===== config.mk =====
export PLATFORM = sky130hd
export DESIGN_NAME = adc_trig_detect_flat
export DESIGN_NICKNAME = d
export VERILOG_FILES = /design/src/rtl/adc_trig_detect_if.sv /design/src/rtl/adc_trig_detect.sv /design/src/flat_wrapper.sv
export SDC_FILE = /design/constraint.sdc
export NUM_CORES = 1
export LEC_CHECK = 0
export ABC_AREA = 1
export CAP_MARGIN = 20
export CELL_PAD_IN_SITES_DETAIL_PLACEMENT = 1
export CELL_PAD_IN_SITES_GLOBAL_PLACEMENT = 1
export CORE_ASPECT_RATIO = 1.1
export CORE_MARGIN = 5
export CORE_UTILIZATION = 45
export CTS_CLUSTER_DIAMETER = 40
export DETAILED_ROUTE_END_ITERATION = 8
export GPL_TIMING_DRIVEN = 0
export HOLD_SLACK_MARGIN = 0.08
export PLACE_DENSITY_LB_ADDON = 0.1
export SYNTH_ARGS = -nofsm -noshare
export SYNTH_HDL_FRONTEND = slang
export SYNTH_SLANG_ARGS = --single-unit

===== constraint.sdc =====
create_clock -name Clk -period 7.03 [get_ports Clk]
set_input_delay 0.703 -clock Clk [delete_from_list [all_inputs] [get_ports Clk]]
set_output_delay 0.703 -clock Clk [all_outputs]
set_load 0.05 [all_outputs]

===== src/rtl/adc_trig_detect_if.sv =====
// Sample stream, trigger control and trigger status of adc_trig_detect grouped as one bundle.
// The master side drives samples and trigger settings; the slave side is the detector.
interface adc_trig_detect_if #(
  parameter int DATA_W    = 16,
  parameter int HOLDOFF_W = 16
);
  logic [DATA_W-1:0]    ADC_Data;
  logic                 ADC_Conv_Done;
  logic                 Arm;
  logic                 Abort;
  logic [1:0]           Trig_Mode;
  logic [DATA_W-1:0]    Trig_Level;
  logic [DATA_W-1:0]    Trig_Hyst;
  logic [HOLDOFF_W-1:0] Holdoff;
  logic [DATA_W-1:0]    Avg_Data;
  logic                 Avg_Valid;
  logic                 Armed;
  logic                 Trig_Pulse;

  modport master (
    output ADC_Data, ADC_Conv_Done, Arm, Abort, Trig_Mode, Trig_Level, Trig_Hyst, Holdoff,
    input  Avg_Data, Avg_Valid, Armed, Trig_Pulse
  );

  modport slave (
    input  ADC_Data, ADC_Conv_Done, Arm, Abort, Trig_Mode, Trig_Level, Trig_Hyst, Holdoff,
    output Avg_Data, Avg_Valid, Armed, Trig_Pulse
  );
endinterface


===== src/rtl/adc_trig_detect.sv =====
// ADC acquisition trigger: boxcar average over 2^AVG_LOG2 samples followed by a single-shot
// level-crossing trigger with hysteresis, edge selection, holdoff and abort.
module adc_trig_detect #(
  parameter int DATA_W    = 16,
  parameter int AVG_LOG2  = 3,
  parameter int HOLDOFF_W = 16
) (
  input logic               Clk,
  input logic               Rst,
  adc_trig_detect_if.slave  bus
);

  localparam int N      = 1 << AVG_LOG2;
  localparam int SUM_W  = DATA_W + AVG_LOG2;
  localparam int FILL_W = AVG_LOG2 + 1;

  localparam logic [1:0] MODE_RISE   = 2'b00;
  localparam logic [1:0] MODE_FALL   = 2'b01;
  localparam logic [1:0] MODE_EITHER = 2'b10;
  localparam logic [1:0] MODE_IMM    = 2'b11;

  typedef enum logic [2:0] {
    ST_IDLE     = 3'd0,
    ST_HOLDOFF  = 3'd1,
    ST_SEEK     = 3'd2,
    ST_CROSS_UP = 3'd3,
    ST_CROSS_DN = 3'd4
  } state_t;

  function automatic logic [DATA_W-1:0] lo_thresh(input logic [DATA_W-1:0] level,
                                                  input logic [DATA_W-1:0] hyst);
    if (level > hyst) begin
      lo_thresh = level - hyst;
    end else begin
      lo_thresh = {DATA_W{1'b0}};
    end
  endfunction

  function automatic logic [DATA_W-1:0] hi_thresh(input logic [DATA_W-1:0] level,
                                                  input logic [DATA_W-1:0] hyst);
    logic [DATA_W:0] total;
    total = {1'b0, level} + {1'b0, hyst};
    if (total[DATA_W]) begin
      hi_thresh = {DATA_W{1'b1}};
    end else begin
      hi_thresh = total[DATA_W-1:0];
    end
  endfunction

  logic [DATA_W-1:0]    window_r [N];
  logic [SUM_W-1:0]     sum_r;
  logic [SUM_W-1:0]     sum_next_s;
  logic [FILL_W-1:0]    fill_r;
  logic                 full_next_s;
  logic [DATA_W-1:0]    avg_data_r;
  logic                 avg_valid_r;

  logic [1:0]           mode_r;
  logic [DATA_W-1:0]    level_r;
  logic [DATA_W-1:0]    lo_r;
  logic [DATA_W-1:0]    hi_r;
  logic [HOLDOFF_W-1:0] holdoff_r;

  state_t               state_r;
  state_t               state_next_s;
  logic [HOLDOFF_W-1:0] holdoff_cnt_r;
  logic [HOLDOFF_W-1:0] holdoff_cnt_next_s;
  logic                 fire_s;
  logic                 latch_s;
  logic                 armed_r;
  logic                 trig_pulse_r;

  // Running sum update; intermediate wrap cancels since the true sum always fits SUM_W.
  always_comb begin
    sum_next_s  = sum_r + SUM_W'(bus.ADC_Data) - SUM_W'(window_r[N-1]);
    full_next_s = (fill_r >= FILL_W'(N - 1));
  end

  // Sample window shift register.
  always_ff @(posedge Clk) begin
    if (Rst) begin
      for (int i = 0; i < N; i++) begin
        window_r[i] <= {DATA_W{1'b0}};
      end
    end else if (bus.ADC_Conv_Done) begin
      window_r[0] <= bus.ADC_Data;
      for (int i = 1; i < N; i++) begin
        window_r[i] <= window_r[i-1];
      end
    end
  end

  // Sum, fill count and the registered average outputs.
  always_ff @(posedge Clk) begin
    if (Rst) begin
      sum_r       <= {SUM_W{1'b0}};
      fill_r      <= {FILL_W{1'b0}};
      avg_data_r  <= {DATA_W{1'b0}};
      avg_valid_r <= 1'b0;
    end else if (bus.ADC_Conv_Done) begin
      sum_r       <= sum_next_s;
      if (fill_r != FILL_W'(N)) begin
        fill_r <= fill_r + FILL_W'(1);
      end
      avg_data_r  <= DATA_W'(sum_next_s >> AVG_LOG2);
      avg_valid_r <= full_next_s;
    end else begin
      avg_valid_r <= 1'b0;
    end
  end

  // Trigger settings captured when an Arm is accepted; thresholds are precomputed here.
  always_ff @(posedge Clk) begin
    if (Rst) begin
      mode_r    <= MODE_RISE;
      level_r   <= {DATA_W{1'b0}};
      lo_r      <= {DATA_W{1'b0}};
      hi_r      <= {DATA_W{1'b0}};
      holdoff_r <= {HOLDOFF_W{1'b0}};
    end else if (latch_s) begin
      mode_r    <= bus.Trig_Mode;
      level_r   <= bus.Trig_Level;
      lo_r      <= lo_thresh(bus.Trig_Level, bus.Trig_Hyst);
      hi_r      <= hi_thresh(bus.Trig_Level, bus.Trig_Hyst);
      holdoff_r <= bus.Holdoff;
    end
  end

  // Trigger search next-state logic; Abort overrides every transition including a fire.
  always_comb begin
    state_next_s       = state_r;
    holdoff_cnt_next_s = holdoff_cnt_r;
    fire_s             = 1'b0;
    latch_s            = 1'b0;
    if (bus.Abort) begin
      state_next_s       = ST_IDLE;
      holdoff_cnt_next_s = {HOLDOFF_W{1'b0}};
    end else begin
      case (state_r)
        ST_IDLE: begin
          if (bus.Arm) begin
            latch_s            = 1'b1;
            holdoff_cnt_next_s = {HOLDOFF_W{1'b0}};
            if (bus.Holdoff == {HOLDOFF_W{1'b0}}) begin
              state_next_s = ST_SEEK;
            end else begin
              state_next_s = ST_HOLDOFF;
            end
          end else begin
            state_next_s = ST_IDLE;
          end
        end
        ST_HOLDOFF: begin
          if (avg_valid_r) begin
            if ((holdoff_cnt_r + HOLDOFF_W'(1)) == holdoff_r) begin
              state_next_s       = ST_SEEK;
              holdoff_cnt_next_s = {HOLDOFF_W{1'b0}};
            end else begin
              holdoff_cnt_next_s = holdoff_cnt_r + HOLDOFF_W'(1);
            end
          end else begin
            state_next_s = ST_HOLDOFF;
          end
        end
        ST_SEEK: begin
          if (avg_valid_r) begin
            case (mode_r)
              MODE_RISE: begin
                if (avg_data_r <= lo_r) begin
                  state_next_s = ST_CROSS_UP;
                end else begin
                  state_next_s = ST_SEEK;
                end
              end
              MODE_FALL: begin
                if (avg_data_r >= hi_r) begin
                  state_next_s = ST_CROSS_DN;
                end else begin
                  state_next_s = ST_SEEK;
                end
              end
              MODE_EITHER: begin
                if (avg_data_r <= lo_r) begin
                  state_next_s = ST_CROSS_UP;
                end else if (avg_data_r >= hi_r) begin
                  state_next_s = ST_CROSS_DN;
                end else begin
                  state_next_s = ST_SEEK;
                end
              end
              MODE_IMM: begin
                fire_s       = 1'b1;
                state_next_s = ST_IDLE;
              end
              default: begin
                state_next_s = ST_IDLE;
              end
            endcase
          end else begin
            state_next_s = ST_SEEK;
          end
        end
        ST_CROSS_UP: begin
          if (avg_valid_r && (avg_data_r >= level_r)) begin
            fire_s       = 1'b1;
            state_next_s = ST_IDLE;
          end else if (avg_valid_r && (mode_r == MODE_EITHER) && (avg_data_r >= hi_r)) begin
            state_next_s = ST_CROSS_DN;
          end else begin
            state_next_s = ST_CROSS_UP;
          end
        end
        ST_CROSS_DN: begin
          if (avg_valid_r && (avg_data_r <= level_r)) begin
            fire_s       = 1'b1;
            state_next_s = ST_IDLE;
          end else if (avg_valid_r && (mode_r == MODE_EITHER) && (avg_data_r <= lo_r)) begin
            state_next_s = ST_CROSS_UP;
          end else begin
            state_next_s = ST_CROSS_DN;
          end
        end
        default: begin
          state_next_s = ST_IDLE;
        end
      endcase
    end
  end

  // State register with registered Armed and Trig_Pulse outputs.
  always_ff @(posedge Clk) begin
    if (Rst) begin
      state_r       <= ST_IDLE;
      holdoff_cnt_r <= {HOLDOFF_W{1'b0}};
      armed_r       <= 1'b0;
      trig_pulse_r  <= 1'b0;
    end else begin
      state_r       <= state_next_s;
      holdoff_cnt_r <= holdoff_cnt_next_s;
      armed_r       <= (state_next_s != ST_IDLE);
      trig_pulse_r  <= fire_s;
    end
  end

  assign bus.Avg_Data   = avg_data_r;
  assign bus.Avg_Valid  = avg_valid_r;
  assign bus.Armed      = armed_r;
  assign bus.Trig_Pulse = trig_pulse_r;

endmodule


===== src/flat_wrapper.sv =====
// flat-port wrapper written by rule: the top's interface ports become plain ports
module adc_trig_detect_flat 
#(
  parameter int DATA_W    = 16,
  parameter int AVG_LOG2  = 3,
  parameter int HOLDOFF_W = 16
)
  (Clk, Rst, bus_ADC_Data, bus_ADC_Conv_Done, bus_Arm, bus_Abort, bus_Trig_Mode, bus_Trig_Level, bus_Trig_Hyst, bus_Holdoff, bus_Avg_Data, bus_Avg_Valid, bus_Armed, bus_Trig_Pulse);
  adc_trig_detect_if #(.DATA_W(DATA_W), .HOLDOFF_W(HOLDOFF_W)) bus_i ();
  input logic Clk;
  input logic Rst;
  input wire logic [$bits(bus_i.ADC_Data)-1:0] bus_ADC_Data;
  input wire logic [$bits(bus_i.ADC_Conv_Done)-1:0] bus_ADC_Conv_Done;
  input wire logic [$bits(bus_i.Arm)-1:0] bus_Arm;
  input wire logic [$bits(bus_i.Abort)-1:0] bus_Abort;
  input wire logic [$bits(bus_i.Trig_Mode)-1:0] bus_Trig_Mode;
  input wire logic [$bits(bus_i.Trig_Level)-1:0] bus_Trig_Level;
  input wire logic [$bits(bus_i.Trig_Hyst)-1:0] bus_Trig_Hyst;
  input wire logic [$bits(bus_i.Holdoff)-1:0] bus_Holdoff;
  output wire logic [$bits(bus_i.Avg_Data)-1:0] bus_Avg_Data;
  output wire logic [$bits(bus_i.Avg_Valid)-1:0] bus_Avg_Valid;
  output wire logic [$bits(bus_i.Armed)-1:0] bus_Armed;
  output wire logic [$bits(bus_i.Trig_Pulse)-1:0] bus_Trig_Pulse;
  assign bus_i.ADC_Data = bus_ADC_Data;
  assign bus_i.ADC_Conv_Done = bus_ADC_Conv_Done;
  assign bus_i.Arm = bus_Arm;
  assign bus_i.Abort = bus_Abort;
  assign bus_i.Trig_Mode = bus_Trig_Mode;
  assign bus_i.Trig_Level = bus_Trig_Level;
  assign bus_i.Trig_Hyst = bus_Trig_Hyst;
  assign bus_i.Holdoff = bus_Holdoff;
  assign bus_Avg_Data = bus_i.Avg_Data;
  assign bus_Avg_Valid = bus_i.Avg_Valid;
  assign bus_Armed = bus_i.Armed;
  assign bus_Trig_Pulse = bus_i.Trig_Pulse;
  adc_trig_detect #(.DATA_W(DATA_W), .AVG_LOG2(AVG_LOG2), .HOLDOFF_W(HOLDOFF_W)) u_core (.Clk(Clk), .Rst(Rst), .bus(bus_i));
endmodule

==> metrics.cfg, run 1 <==
[worst_setup_path]
critPathKind = in2reg
required_ns = 7.39
cp-start-kind = primary input
end_kind = flip-flop
cp_max_fo = 3
reg2reg_to = u_core.bus.Avg_Data[13]
arrival_ns = 3.94
rrSetupSlack_ns = 3.79
reg2regPathDepth = 11
r2r_start = u_core.bus.Avg_Data[2]

[power_and_ir_drop]
power_density_nw_per_um2 = 332.4
power_leakage_uw = 0.007474
clock_power_share_pct = 35.5
p_switching_uw = 2041
seqPwrFrac_pct = 30.8
combPwrFrac_pct = 33.7
intPower_uw = 3590
peakVddDrop_mv = 0.2501
swShare_pct = 36.25

[timing]
finClkSkew_ns = 0.01707
rsz0062_at_grt = no
slew_headroom_pct = 38.70
fin_crit_sh_pct = 50.82
tightestPinTransition_ns = 0.9195
whs_ns = 0.4684
finalCriticalPeriod_ns = 3.573
layout_setup_ws_ns = 3.457
slew_violations = 0
finalHoldViolCount = 0
setup_viol = 0
max_freq_ghz = 0.2799

[floorplan]
initial_core_util_pct = 45.31
die_w_um = 178.8
die_h_um = 195.7
ioPinCount = 90
rows = 68
core_um2 = 31140
fp.dieArea_um2 = 35000

[cts]
cts.sinks = 239
clock-root-buffer = clkbuf_16
cts_buffer_depth = 3
post_cts.resized_instances = 0
numCtsBuffers = 39
insertion_delay_ns = 0.52
cts_tree = done
clk_pin_slew_ns = 0.05
cts_setup_buffers = 0
hold_buffers = 0
htree_levels = 2

[drt]
wire_per_inst_um = 17.69
via_per_inst = 5.161
vias = 12090
drtAntennaViolNets = 0
drt_first_pass_iters = 4
wirelength_um = 41430
drc_errors = 0
first_iter_violations = 419

[synth]
synth_area_per_cell_um2 = 8.008
synth_cells = 1762
synth_top_area_share_pct = 27.24
synth_fp_nets = 1953
ys_seq_area_share_pct = 42.99
synth_area_um2 = 14110
synth.largest_area_cell = edfxtp_1
ys_ff_latch = 239
synth-edff-count = 128
synthArstFlopShare_pct = 0
synth_area_leaders = edfxtp_1 (27%), dfxtp_1 (16%), inv_1 (9.7%), ha_1 (9.0%), nand2_1 (7.1%)
ys_warn_count = 0
synthFlopType = edfxtp_1
netlist-cell-type-count = 52

[layout]
nets = 2086
multi_input_area_um2 = 6320
final_cell_area_um2 = 16940
n_antenna_cell = 0
drive_gt1_share_pct = 7.232
seq_area_um2 = 6066
fillCellCount = 3770
syn_to_final_growth_pct = 20.08

[place]
place.gp.congestion = 0.8809
dp_hpwl_um = 31770
post_dp_cell_area_um2 = 15590
port_buffers = 89
dpl_worst_slack_ns = 2.967

[run_status]
status = finished, final reports clean

[hold_path]
holdPathEnd = u_core.level_r[6]
min-delay-start = u_core.level_r[6]
hold_class = reg2reg
min_delay_path_depth = 2

[global_route]
overflow = 0
grt_pass1_wl_um = 66030
antenna_found_initial = 1
grt_usage_pct = 23.64
first_global_vias = 13140
grt_max_degree = 41

[flow_run]
cap_violations = 0

-- Yosys cell counts (3+ instances only) --
| cell | count |
|---|---|
| inv_1 | 364 |
| nand2_1 | 268 |
| nor2_1 | 206 |
| a21oi_1 | 153 |
| edfxtp_1 | 128 |
| dfxtp_1 | 111 |
| ha_1 | 102 |
| o21ai_0 | 99 |
| nand3_1 | 69 |
| clkbuf_1 | 37 |
| nand4_1 | 25 |
| buf_4 | 18 |
| fa_1 | 18 |
| xor2_1 | 17 |
| nor3_1 | 13 |
| nor4_1 | 11 |
| o21bai_1 | 11 |
| a31oi_1 | 9 |
| and2_1 | 9 |
| nand2_2 | 9 |
| nand3_2 | 9 |
| o22ai_1 | 9 |
| o31ai_1 | 6 |
| nor2_4 | 5 |
| or2_2 | 5 |
| buf_2 | 4 |
| o211ai_1 | 4 |
| a21o_1 | 3 |
| a41oi_1 | 3 |
| buf_1 | 3 |
| inv_2 | 3 |
| o21a_1 | 3 |
| o21ai_1 | 3 |
-- sequential cells by signal, summed over array words and instances (netlist names) --
name,cells
u_core.state_r,3
u_core.mode_r,2
u_core.hi_r,16
u_core.fill_r,4
u_core.sum_r,3
u_core.holdoff_cnt_r,16
u_core.bus.Armed,1
u_core.holdoff_r,16
u_core.bus.Avg_Valid,1
u_core.level_r,16
u_core.lo_r,16
u_core.window_r,128
u_core.bus.Trig_Pulse,1
u_core.bus.Avg_Data,16
-- metrics by stage --
step           power [uW]  setup TNS, ns  cells  util (%)
6_report             5632              0   2342     54.41
5_1_grt              5994              0   2342     54.41
4_1_cts              5681              0   2342     54.41
3_5_place_dp         3653              0   2274     50.06
3_3_place_gp         3569        -171.38   2271     49.86
2_1_floorplan        3033              0   1762         -
-- logic make-up (layout without fill, tap and decap cells) --
| logic type | count (synthesis) | after routing | share of synthesized area (%) |
|---|---|---|---|
| flops | 239 | 239 | 42.99 |
| xor+xnor | 17 | 17 | 1.055 |
| fa+ha+maj | 120 | 120 | 11.60 |
| simple gates | 637 | 637 | 19.74 |
| buf+inv | 433 | 593 | 12.22 |
| compound gates | 316 | 316 | 12.40 |
-- layer usage --
layer  routed length (um)  vias to the layer above  track usage, %
met1                17190                     5881           27.64
met2                21550                      173           44.08
met5                   13                        -               0
met3                 1191                       88           2.891
li1                     -                     5942               -
met4                 1497                        2           8.160
-- final cells by class --
class | instances | area share, %
Clock inverter | 22 | 1.787
Sequential cell | 239 | 35.80
Clock buffer | 46 | 6.211
Buffer | 65 | 2.031
Tap cell | 420 | 3.102
Multi-Input combinational cell | 1090 | 37.30
Timing Repair Buffer | 92 | 5.613
Inverter | 368 | 8.153
-- worst max path at each step --
stage,slack [ns],start,endpoint,cells after the start
after floorplan,1.65,Rst,u_core.window_r[0][0],4
after global placement,-1.80,Rst,u_core.bus.Avg_Data[0],6
after detailed placement,2.97,Rst,u_core.window_r[0][15],7
after CTS,3.50,Rst,u_core.window_r[1][47],7
after global routing,3.27,bus_ADC_Data[1],u_core.bus.Avg_Data[13],14
final,3.46,bus_ADC_Data[1],u_core.bus.Avg_Data[13],14
-- cell usage in the layout (no fill, tap or decap), types with 6 or more instances in the layout --
master,instances
o21bai_1,11
edfxtp_1,128
nand3_2,9
clkdlybuf4s50_1,89
o21ai_0,99
o22ai_1,9
and2_1,9
clkbuf_16,39
dfxtp_1,111
bufinv_16,6
buf_4,18
nor3_1,13
inv_1,364
clkbuf_1,39
o31ai_1,6
nand2_2,9
nor2_1,206
xor2_1,17
a31oi_1,9
nor4_1,11
inv_6,6
a21oi_1,153
ha_1,102
nand3_1,69
nand4_1,25
fa_1,18
nand2_1,268
-- power groups by stage --
stage               Sequential [uW]  Combinational, uW  Clock [uW]
floorplan                      1700               1340           0
global placement               1770               1800           0
detailed placement             1760               1890           0
CTS                            1740               1910        2030
global route                   1750               2140        2110
finish                         1740               1900        2000
-- critical path, stage by stage --
cell and delay (ns):
clkdlybuf4s50_1 0.45, inv_1 0.09, fa_1 0.54, fa_1 0.45
inv_1 0.10, nand2_1 0.07, nand2_1 0.06, a21oi_1 0.08
o21ai_0 0.42, a21oi_1 0.26, o21bai_1 0.29, a21boi_0 0.15
o21ai_0 0.18, o22ai_1 0.08
No activity file was read; power rests on OpenSTA's default activity.
==> run 2, diff against run 1 <==
CORE_UTILIZATION = 41   (was 45)
clock period = 2.9 ns   (was 7.03 ns; I/O delays follow)
==> metrics.cfg, run 2 (synthesis results as in run 1) <==
[place]
dp_hpwl_um = 31790  ; was 31,770 um
dpl_worst_slack_ns = -0.7682  ; was 2.967 ns
dp.cells = 2290  ; was 2,274
port_buffers = 89  ; unchanged
place.gp.congestion = 0.8119  ; was 0.8809

[drt]
wirelength_um = 41040  ; was 41,430 um
drt_first_pass_iters = 4  ; unchanged
first_iter_violations = 406  ; was 419
wire_per_inst_um = 17.35  ; was 17.69 um
drc_errors = 0  ; unchanged
vias = 11870  ; was 12,090
drtAntennaViolNets = 0  ; unchanged
via_per_inst = 5.019  ; was 5.161

[layout]
drive_gt1_share_pct = 9.289  ; was 7.232%
final_cells = 2365  ; was 2,342
nets = 2089  ; was 2,086
seq_area_um2 = 6098  ; was 6066 um^2
multi_input_area_um2 = 6510  ; was 6320 um^2
largest_register_ffs = 128  ; unchanged
syn_to_final_growth_pct = 21.26  ; was 20.08%
final_cell_mix = inv_1 (363), nand2_1 (265), nor2_1 (204)  ; was inv_1 (364), nand2_1 (268), nor2_1 (206)
regMostFlops = u_core.window_r  ; unchanged
n_antenna_cell = 0  ; unchanged
mostFrequentLayoutCell = inv_1  ; unchanged
fin_util_pct = 50.15  ; was 54.41%
fillCellCount = 4133  ; was 3,770

[hold_path]
hold_class = in2reg  ; was reg2reg

[floorplan]
initial_core_util_pct = 41.36  ; was 45.31%
rows = 71  ; was 68
core_um2 = 34110  ; was 31,140 um^2
die_w_um = 186.9  ; was 178.8 um
ioPinCount = 90  ; unchanged
die_h_um = 204.6  ; was 195.7 um
fp.dieArea_um2 = 38230  ; was 35,000 um^2

[run_status]
status = finished, final reports clean  ; unchanged

[timing]
max_freq_ghz = 0.3642
finClkSkew_ns = 0.01879  ; was 0.01707 ns
layout_setup_ws_ns = 0.1541  ; was 3.457 ns
slew_violations = 0  ; unchanged
whs_ns = 0.4062  ; was 0.4684 ns
setup_viol = 0  ; unchanged
slew_headroom_pct = 47.86  ; was 38.70%
tightestPinTransition_ns = 0.7821  ; was 0.9195 ns
finalHoldViolCount = 0  ; unchanged
fin_crit_sh_pct = 94.69
finalCriticalPeriod_ns = 2.746

[global_route]
first_global_vias = 12690  ; was 13,140
grt_max_degree = 92  ; was 41
grt_usage_pct = 21.24  ; was 23.64%
antenna_found_initial = 0  ; was 1
grt_pass1_wl_um = 64820  ; was 66,030 um
overflow = 0  ; unchanged

[worst_setup_path]
cp_max_fo = 91  ; was 3
cp-start-kind = primary input  ; unchanged
reg2regPathDepth = 14  ; was 11
end_kind = flip-flop  ; unchanged
rrSetupSlack_ns = 0.18  ; was 3.79 ns
r2r_start = u_core.bus.Avg_Data[8]  ; was u_core.bus.Avg_Data[2]
arrival_ns = 2.90  ; was 3.94 ns
required_ns = 3.06  ; was 7.39 ns
critPathKind = in2reg  ; unchanged
cp-endpoint = u_core.window_r[1][15]  ; was u_core.bus.Avg_Data[13]
reg2reg_to = u_core.bus.Avg_Data[15]  ; was u_core.bus.Avg_Data[13]
cp-startpoint = Rst  ; was bus_ADC_Data[1]

[cts]
cts_tree = done  ; unchanged
numCtsBuffers = 37  ; was 39
htree_levels = 2  ; unchanged
cts.sinks = 239  ; unchanged
clk_pin_slew_ns = 0.05  ; about the same
clock-root-buffer = clkbuf_16  ; unchanged
insertion_delay_ns = 0.52  ; about the same
cts_buffer_depth = 3  ; unchanged
hold_buffers = 0  ; unchanged

[power_and_ir_drop]
peakVddDrop_mv = 0.5497  ; was 0.2501 mV
power_density_nw_per_um2 = 804.1  ; was 332.4 nW/um^2
power_leakage_uw = 0.007464  ; was 0.007474 uW

[flow_run]
cap_violations = 0  ; unchanged

[run 2: cell count changes in the layout (fill, tap and decap cells not counted), sizes merged]
cell	change
bufinv	-3
clkbuf	-1
inv	+1
buf	+5
clkinv	+3
[run 2: through the flow]
step / instance area (um^2) / power, uW / TNS, ns
5_1_grt: 17110 / 14700 / -0.03017
4_1_cts: 16890 / 13520 / 0
3_5_place_dp: 15580 / 8856 / -42.68
3_3_place_gp: 15550 / 8685 / -258.42
2_1_floorplan: 14110 / 7343 / 0
6_report: 17110 / 13760 / 0
[run 2: critical path: stages]
cell,delay [ns]
clkdlybuf4s50_1,0.63
clkbuf_1,0.55
nor2_1,0.14
inv_1,0.35
buf_6,0.44
buf_16,0.40
[run 2: layout make-up]
| cell class | instances | share of cell area (%) |
|---|---|---|
| multi-input cells | 1090 | 38.05 |
| flip-flops and latches | 239 | 35.64 |
| inverters | 368 | 8.074 |
| clock buffers | 45 | 5.953 |
| repair buffers | 97 | 5.675 |
| well taps | 438 | 3.203 |
| plain buffers | 65 | 2.048 |
| clock inverters | 23 | 1.353 |
[run 2: layer usage]
| metal | part of all wire, % | vias up | GRT usage (%) | routed length, um |
|---|---|---|---|---|
| met5 | 0 | - | 0 | 0 |
| met4 | 3.5 | 0 | 7.765 | 1419 |
| met3 | 2.8 | 76 | 3.170 | 1165 |
| met2 | 51 | 143 | 40.01 | 21060 |
| met1 | 42 | 5705 | 24.46 | 17400 |
| li1 | - | 5945 | - | - |
[run 2: worst min-delay path by stage]
stage / startpoint / endpoint / slack [ns] / depth (start not counted)
3_5_place_dp: u_core.level_r[15] / u_core.level_r[15] / 0.46 / 2
3_3_place_gp: u_core.level_r[7] / u_core.level_r[7] / 0.45 / 2
5_1_grt: bus_Trig_Level[0] / u_core.level_r[0] / 0.41 / 3
2_1_floorplan: bus_Holdoff[0] / u_core.holdoff_r[0] / 0.42 / 2
6_report: bus_Trig_Level[0] / u_core.level_r[0] / 0.41 / 3
4_1_cts: bus_Trig_Level[0] / u_core.level_r[0] / 0.39 / 3
[run 2: power by group]
| group | switching [uW] | total, uW | internal (uW) |
|---|---|---|---|
| registers | 261 | 4170 | 3910 |
| clock network | 1670 | 4480 | 2810 |
| logic | 3160 | 5110 | 1940 |
| total | 5100 | 13800 | 8660 |
[run 2: repair_timing]
action / in CTS / in global routing
pin swaps: 1 / 6
setup endpoints to repair: 9 / 9
setup buffers: 0 / 7
gates resized for setup: 21 / 36
